`src/rtl/ternary_alu_arbiter.sv`:
```
// Round-robin arbiter sharing one registered ternary ALU between two requesters.
// Malformed opcodes are answered with an error response and never reach the ALU.
module ternary_alu_arbiter #(
    parameter int WORD_SIZE = 9,
    parameter int CNT_W     = 16
) (
    input  logic                   clock,
    input  logic                   reset,
    input  logic                   req0_valid,
    output logic                   req0_ready,
    input  logic [5:0]             req0_opcode,
    input  logic [2*WORD_SIZE-1:0] req0_a,
    input  logic [2*WORD_SIZE-1:0] req0_b,
    input  logic                   req1_valid,
    output logic                   req1_ready,
    input  logic [5:0]             req1_opcode,
    input  logic [2*WORD_SIZE-1:0] req1_a,
    input  logic [2*WORD_SIZE-1:0] req1_b,
    output logic                   rsp0_valid,
    input  logic                   rsp0_ready,
    output logic                   rsp1_valid,
    input  logic                   rsp1_ready,
    output logic [2*WORD_SIZE-1:0] rsp_data,
    output logic                   rsp_err,
    output logic [5:0]             alu_opcode,
    output logic [2*WORD_SIZE-1:0] alu_input1,
    output logic [2*WORD_SIZE-1:0] alu_input2,
    output logic                   alu_enable,
    input  logic [2*WORD_SIZE-1:0] alu_out,
    output logic                   busy,
    output logic [CNT_W-1:0]       op_count
);

    localparam int DW = 2 * WORD_SIZE;

    typedef enum logic [1:0] {
        IDLE,
        ISSUE,
        CAPTURE,
        RESP
    } state_t;

    state_t          state;
    state_t          state_nx;
    logic            rr_ptr;
    logic            gnt_id;
    logic            gnt0;
    logic            gnt1;
    logic            req_hs;
    logic            rsp_hs;
    logic            sel_legal;
    logic [5:0]      sel_op;
    logic [DW-1:0]   sel_a;
    logic [DW-1:0]   sel_b;

    function automatic logic op_legal(input logic [5:0] op);
        logic ok;
        case (op)
            6'b000000, 6'b000011, 6'b000101, 6'b000111,
            6'b001100, 6'b001101, 6'b001111, 6'b010011,
            6'b010100, 6'b010101, 6'b010111, 6'b011100: ok = 1'b1;
            default:                                    ok = 1'b0;
        endcase
        return ok;
    endfunction

    always_comb begin
        gnt0       = req0_valid && (!rr_ptr || !req1_valid);
        gnt1       = req1_valid && !gnt0;
        req0_ready = (state == IDLE) && !reset && gnt0;
        req1_ready = (state == IDLE) && !reset && gnt1;
        req_hs     = req0_ready || req1_ready;
        sel_op     = gnt1 ? req1_opcode : req0_opcode;
        sel_a      = gnt1 ? req1_a : req0_a;
        sel_b      = gnt1 ? req1_b : req0_b;
        sel_legal  = op_legal(sel_op);
        rsp0_valid = (state == RESP) && !gnt_id;
        rsp1_valid = (state == RESP) && gnt_id;
        rsp_hs     = (rsp0_valid && rsp0_ready) || (rsp1_valid && rsp1_ready);
        alu_enable = (state == ISSUE);
        busy       = (state != IDLE);
    end

    always_comb begin
        state_nx = state;
        case (state)
            IDLE: begin
                if (req_hs) begin
                    state_nx = sel_legal ? ISSUE : RESP;
                end
            end
            ISSUE:   state_nx = CAPTURE;
            CAPTURE: state_nx = RESP;
            RESP: begin
                if (rsp_hs) begin
                    state_nx = IDLE;
                end
            end
            default: state_nx = IDLE;
        endcase
    end

    always_ff @(posedge clock or posedge reset) begin
        if (reset) begin
            state      <= IDLE;
            rr_ptr     <= 1'b0;
            gnt_id     <= 1'b0;
            alu_opcode <= '0;
            alu_input1 <= '0;
            alu_input2 <= '0;
            rsp_data   <= '0;
            rsp_err    <= 1'b0;
            op_count   <= '0;
        end else begin
            state <= state_nx;
            if (req_hs) begin
                gnt_id     <= gnt1;
                alu_opcode <= sel_op;
                alu_input1 <= sel_a;
                alu_input2 <= sel_b;
                if (!sel_legal) begin
                    rsp_data <= '0;
                    rsp_err  <= 1'b1;
                end
            end
            if (state == CAPTURE) begin
                rsp_data <= alu_out;
                rsp_err  <= 1'b0;
            end
            // Winner of this round yields priority to the other requester.
            if (rsp_hs) begin
                op_count <= op_count + 1'b1;
                rr_ptr   <= ~gnt_id;
            end
        end
    end

endmodule
```
`config.mk`:
```
export PLATFORM = sky130hd
export DESIGN_NAME = ternary_alu_arbiter
export DESIGN_NICKNAME = d
export VERILOG_FILES = /design/src/rtl/ternary_alu_arbiter.sv
export SDC_FILE = /design/constraint.sdc
export NUM_CORES = 1
export LEC_CHECK = 0
export ABC_AREA = 1
export CAP_MARGIN = 15
export CORE_MARGIN = 2
export CORE_UTILIZATION = 41
export CTS_BUF_LIST = sky130_fd_sc_hd__clkbuf_16
export CTS_CLUSTER_SIZE = 16
export DETAILED_ROUTE_END_ITERATION = 10
export PLACE_DENSITY = 0.9
export SYNTH_ARGS = -nofsm -noshare
export SYNTH_HDL_FRONTEND = slang
export SYNTH_SLANG_ARGS = --single-unit
```
`constraint.sdc`:
```
create_clock -name clock -period 6.2 [get_ports clock]
set_input_delay 1.86 -clock clock [delete_from_list [all_inputs] [get_ports clock]]
set_output_delay 1.86 -clock clock [all_outputs]
set_load 0.02 [all_outputs]
```
# Word-level counts from Yosys, hierarchy flattened
# Memory sizes are Yosys's and may differ from the RTL's.
# Index checks and enable logic that the tools add are counted.
[totals]
reg_bits = 81
mem_bits_ro = 32
inputBits = 108
out_inout_bits = 83
n_memories = 1
[classes]
n_addsub = 1
eq_ne = 6
muxes = 14
n_bitwise = 1
n_reduce_logical = 22
[mem_list]
columns = ["memory", "depth", "width", "read_ports", "rd_clocked_by_memory_dff", "wr", "line", "rtl"]
rows = [
  ["(name not given)", 32, 1, 1, 0, 0, "58", "case (op)"],
]
[ops]
columns = ["op", "count"]
rows = [
  ["18-bit two-way mux", 5],
  ["16-bit by 1-bit adder with 16-bit output (second input constant)", 1],
  ["1-bit logical AND", 9],
  ["2-bit case mux with 4 select lines", 1],
  ["2-bit two-way mux", 3],
  ["6-bit two-way mux", 1],
  ["1-bit zero test", 5],
  ["2-bit == test (second input constant)", 2],
  ["1-bit two-way mux", 4],
  ["2-bit != test (second input constant)", 2],
  ["2-bit AND reduction", 2],
  ["2-bit nonzero test", 2],
  ["1-bit logical OR", 3],
  ["2-bit by 1-bit == test with 1-bit output (second input constant)", 1],
  ["2-bit zero test", 1],
  ["2-bit by 1-bit != test with 1-bit output (second input constant)", 1],
  ["1-bit inverter", 1],
]

# Depth between registers and ports, before layout
# An unclocked memory read counts as a cell.
[depth]
ltp_word = 11
depth_mapped = 14

# Worst setup path before layout
# Ideal clock, no wire load.
[synth_timing]
kind = "input -> output"
start = "input port reset"
end = "output port req0_ready"
arrival_time_ns = 4.193
required_time_ns = 4.340
setup_slack_ns = 0.147
stages = 3
path_buffers = 0
cell_sequence = "inv_1 -> nand4_1 -> inv_1"
[synth_via]
elab_chain_cells = 3
[synth_lines]
columns = ["element", "line", "rtl"]
rows = [
  ["start, declared", "8", "input logic reset,"],
  ["1-bit zero test (no source line)", "-", ""],
  ["1-bit logical AND (2 in a row)", "70", "req0_ready = (state == IDLE) && !reset && gnt0;"],
  ["end, declared", "10", "output logic req0_ready,"],
]
# Every way passes these cells.

# Worst setup path in the final report
[layout_timing]
start = "input port req1_valid"
end = "output port req1_ready"
[layout_via]
elab_chain_cells = 6
[layout_lines]
columns = ["element", "line", "rtl"]
rows = [
  ["start, declared", "14", "input logic req1_valid,"],
  ["1-bit zero test", "68", "gnt0 = req0_valid && (!rr_ptr || !req1_valid);"],
  ["1-bit logical OR", "68", ""],
  ["1-bit logical AND", "68", ""],
  ["1-bit zero test", "69", "gnt1 = req1_valid && !gnt0;"],
  ["1-bit logical AND (*)", "69", ""],
  ["1-bit logical AND (*)", "71", "req1_ready = (state == IDLE) && !reset && gnt1;"],
  ["end, declared", "15", "output logic req1_ready,"],
]
# Mark *: on every way between the ends. The rest lies on a longest branch, timed or not.

==> insert_results.sql <==
INSERT INTO impl_metrics (metric_group, metric, value, unit) VALUES
('run_status', 'outcome', 'completed', ''),
('global_routing', 'global_route.usage.total', '0.2274', ''),
('global_routing', 'first_pass_grt_wire_length', '18110', 'um'),
('worst_setup_path', 'maximum_fanout_encountered_on_the_critical_timing_path', '5', ''),
('cts', 'cts.repair_timing.setup_buffer_count', '0', ''),
('route', 'drc_marker_count_from_the_first_detailed_route_iteration', '138', ''),
('route', 'wire_per_inst', '14.56', 'um'),
('cts', 'cts_hold_buffers', '0', ''),
('worst_setup_path', 'cell_occurring_most_often_along_the_worst_timing_path', 'sky130_fd_sc_hd__clkdlybuf4s50_1', ''),
('floorplanning', 'io_pins', '191', ''),
('cts', 'cts_num_sinks', '81', ''),
('timing', 'grt_setup_unrepaired', 'no', ''),
('cts', 'cts-resized-gates', '0', ''),
('timing', 'post-route-min-period', '5.324', 'ns'),
('floorplanning', 'die_w', '100.7', 'um'),
('synth', 'synth_top_area_frac', '0.5289', ''),
('global_routing', 'grt_util_met3', '0.07975', ''),
('route', 'routed_via_density', '5.034', ''),
('synth', 'mean_post_synth_cell_area', '8.331', 'sq um'),
('synth', 'yosys.cell_types.count', '27', ''),
('cts', 'cts-root-buf', 'sky130_fd_sc_hd__clkbuf_16', ''),
('worst_setup_path', 'worst_r2r_path_depth', '14', ''),
('worst_setup_path', 'regToRegSetupSlack', '3.59', 'ns'),
('route', 'detailroute.via_count', '3831', ''),
('global_routing', 'gr-max-usage-layer', 'met2', ''),
('synth', 'syn-instance-count', '460', ''),
('timing', 'timing_worst_slew_pin_value', '0.7514', 'ns'),
('synth', 'post_synth_instance_area', '3832', 'sq um'),
('global_routing', 'globalRoute.totalOverflow', '0', ''),
('global_routing', 'use_met2', '0.3954', ''),
('floorplanning', 'std_cell_rows', '35', ''),
('timing', 'timing.final.hold_violations', '0', ''),
('final_layout', 'fin_area', '6077', 'sq um'),
('floorplanning', 'floorplan.die_area', '10140', 'sq um'),
('placed_design', 'placed_area', '5804', 'sq um'),
('cts', 'clock_latency', '0.33', 'ns'),
('final_layout', 'combined_area_of_the_multi_input_logic_cells', '1567', 'sq um'),
('timing', 'count_of_pins_over_their_slew_limit', '0', ''),
('worst_setup_path', 'cp.buffers_inverters', '3', ''),
('timing', 'count_of_endpoints_failing_setup_in_the_final_report', '0', ''),
('final_layout', 'fillerInstances', '711', ''),
('global_routing', 'pin_count_of_the_biggest_net_entering_global_routing', '76', ''),
('worst_setup_path', 'critPathSlowestCell', 'sky130_fd_sc_hd__clkdlybuf4s50_1', ''),
('synth', 'yosys_register_bits', '81', ''),
('worst_setup_path', 'critical_path_capture_point_type', 'primary output', ''),
('synth', 'synthFlopType', 'sky130_fd_sc_hd__dfrtp_1', ''),
('worst_setup_path', 'critical_path_arrival', '3.46', 'ns'),
('cts', 'ctsLongestPathBuffers', '2', ''),
('final_layout', 'layout-area-overhead-vs-synth', '58.57', '%'),
('floorplanning', 'dieHeight', '100.7', 'um'),
('cts', 'numCtsBuffers', '9', ''),
('cts', 'number_of_levels_in_the_clock_h_tree', '3', ''),
('worst_setup_path', 'r2r-start', 'rr_ptr$_DFFE_PP0P_', ''),
('global_routing', 'antenna_found_initial', '0', ''),
('timing', 'fin_skew', '0.007927', 'ns'),
('synth', 'async_flop_share', '1.000', ''),
('power', 'power.density_cell_area', '453.5', 'nW/um^2'),
('timing', 'period_share', '0.8587', ''),
('global_routing', 'via_count_of_the_first_global_routing_pass', '3880', ''),
('route', 'routed_wire_length', '11080', 'um'),
('worst_setup_path', 'critPathCapture', 'req1_ready', ''),
('floorplanning', 'initial_core_util', '0.4187', ''),
('global_routing', 'global_routing_usage_on_met1', '0.2545', ''),
('worst_setup_path', 'critical_path.startpoint_type', 'primary input', ''),
('synth', 'yosysSeqAreaShare', '0.5289', ''),
('route', 'drt_first_pass_iters', '4', ''),
('power', 'leakagePower', '0.002773', 'uW'),
('synth', 'syn_nets', '576', ''),
('worst_setup_path', 'rr_endpoint', 'rsp_data[3]$_DFFE_PP0P_', ''),
('final_layout', 'final_nets', '761', ''),
('worst_setup_path', 'category_of_cells_accounting_for_the_largest_share_of_critical_path_delay', 'buffers and inverters', '');
-- tightest hold or removal path, cell delays in order, from the launching register on --
cell                      delay, ns
sky130_fd_sc_hd__dfrtp_1       0.34
sky130_fd_sc_hd__nand2_1       0.05
sky130_fd_sc_hd__o21ai_0       0.06
-- routing by layer --
layer / wire (um) / vias to the layer above
li1: - / 1845
met1: 4307 / 1826
met4: 280 / 0
met3: 909 / 22
met5: 0 / -
met2: 5585 / 138
-- layout by cell type, fill, tap and decap left out, types with 2 or more instances in the layout --
master and instances:
sky130_fd_sc_hd__ha_1 8, sky130_fd_sc_hd__nand3b_1 2, sky130_fd_sc_hd__a31oi_1 37, sky130_fd_sc_hd__nand2_1 155, sky130_fd_sc_hd__clkinv_1 2, sky130_fd_sc_hd__clkdlybuf4s50_1 190
sky130_fd_sc_hd__dfrtp_1 81, sky130_fd_sc_hd__nand3_1 29, sky130_fd_sc_hd__inv_1 32, sky130_fd_sc_hd__xor2_1 6, sky130_fd_sc_hd__inv_2 2, sky130_fd_sc_hd__nor2_1 53
sky130_fd_sc_hd__clkbuf_16 9, sky130_fd_sc_hd__clkinvlp_4 3, sky130_fd_sc_hd__o21ai_0 10, sky130_fd_sc_hd__xnor2_1 6, sky130_fd_sc_hd__nand4_1 2, sky130_fd_sc_hd__buf_4 5
sky130_fd_sc_hd__a21oi_1 6
-- cells by family after synthesis --
group	synth area share
flip-flops	0.5289
buffers and inverters	0.06497
XOR/XNOR	0.02742
AND/OR/NAND/NOR	0.2576
AO/OA/AOI/OAI	0.09501
adder cells (fa/ha/maj)	0.02612
-- report_power, final --
group | internal, uW | leakage [uW] | total, uW | switching (uW)
Sequential | 756 | 0.000972 | 899 | 143
Clock | 270 | 0.000127 | 489 | 218
Combinational | 619 | 0.00167 | 1370 | 749
Total | 1640 | 0.00277 | 2760 | 1110
-- sequential cells by signal, summed over array words and instances (netlist names), 2 cells and up --
register	count
alu_input1	18
alu_input2	18
alu_opcode	6
op_count	16
rsp_data	18
state	2
-- per-stage QoR --
| step | hold WS [ns] | std cells | worst slack [ns] | total power, uW | util |
|---|---|---|---|---|---|
| final | 0.4902 | 761 | 0.8763 | 2756 | 0.6640 |
| after CTS | 0.4904 | 761 | 0.8614 | 2781 | 0.6640 |
| after global placement | 0.4708 | 745 | 0.8684 | 2228 | 0.6342 |
| after detailed placement | 0.4745 | 745 | 0.8638 | 2281 | 0.6342 |
| after floorplan | 0.4723 | 460 | 0.1470 | 1626 | - |
| after global routing | 0.5084 | 761 | 0.7920 | 2941 | 0.6640 |
-- worst min path at each step --
stage	startpoint	end	depth (start not counted)
finish	alu_opcode[1]$_DFFE_PP0P_	alu_opcode[1]$_DFFE_PP0P_	2
global route	op_count[7]$_DFFE_PP0P_	op_count[7]$_DFFE_PP0P_	1
CTS	alu_opcode[1]$_DFFE_PP0P_	alu_opcode[1]$_DFFE_PP0P_	2
detailed placement	alu_opcode[1]$_DFFE_PP0P_	alu_opcode[1]$_DFFE_PP0P_	2
global placement	alu_opcode[2]$_DFFE_PP0P_	alu_opcode[2]$_DFFE_PP0P_	2
floorplan	gnt_id$_DFFE_PP0P_	gnt_id$_DFFE_PP0P_	2
-- final cells by class --
type	instances	share of cell area
clock buffer	9	0.03706
multi-input combinational	323	0.2578
inverter	35	0.02182
tap	111	0.02285
clock inverter	7	0.007824
sequential	81	0.3335
timing repair buffer	195	0.3191
No activity file was read; power rests on OpenSTA's default activity.
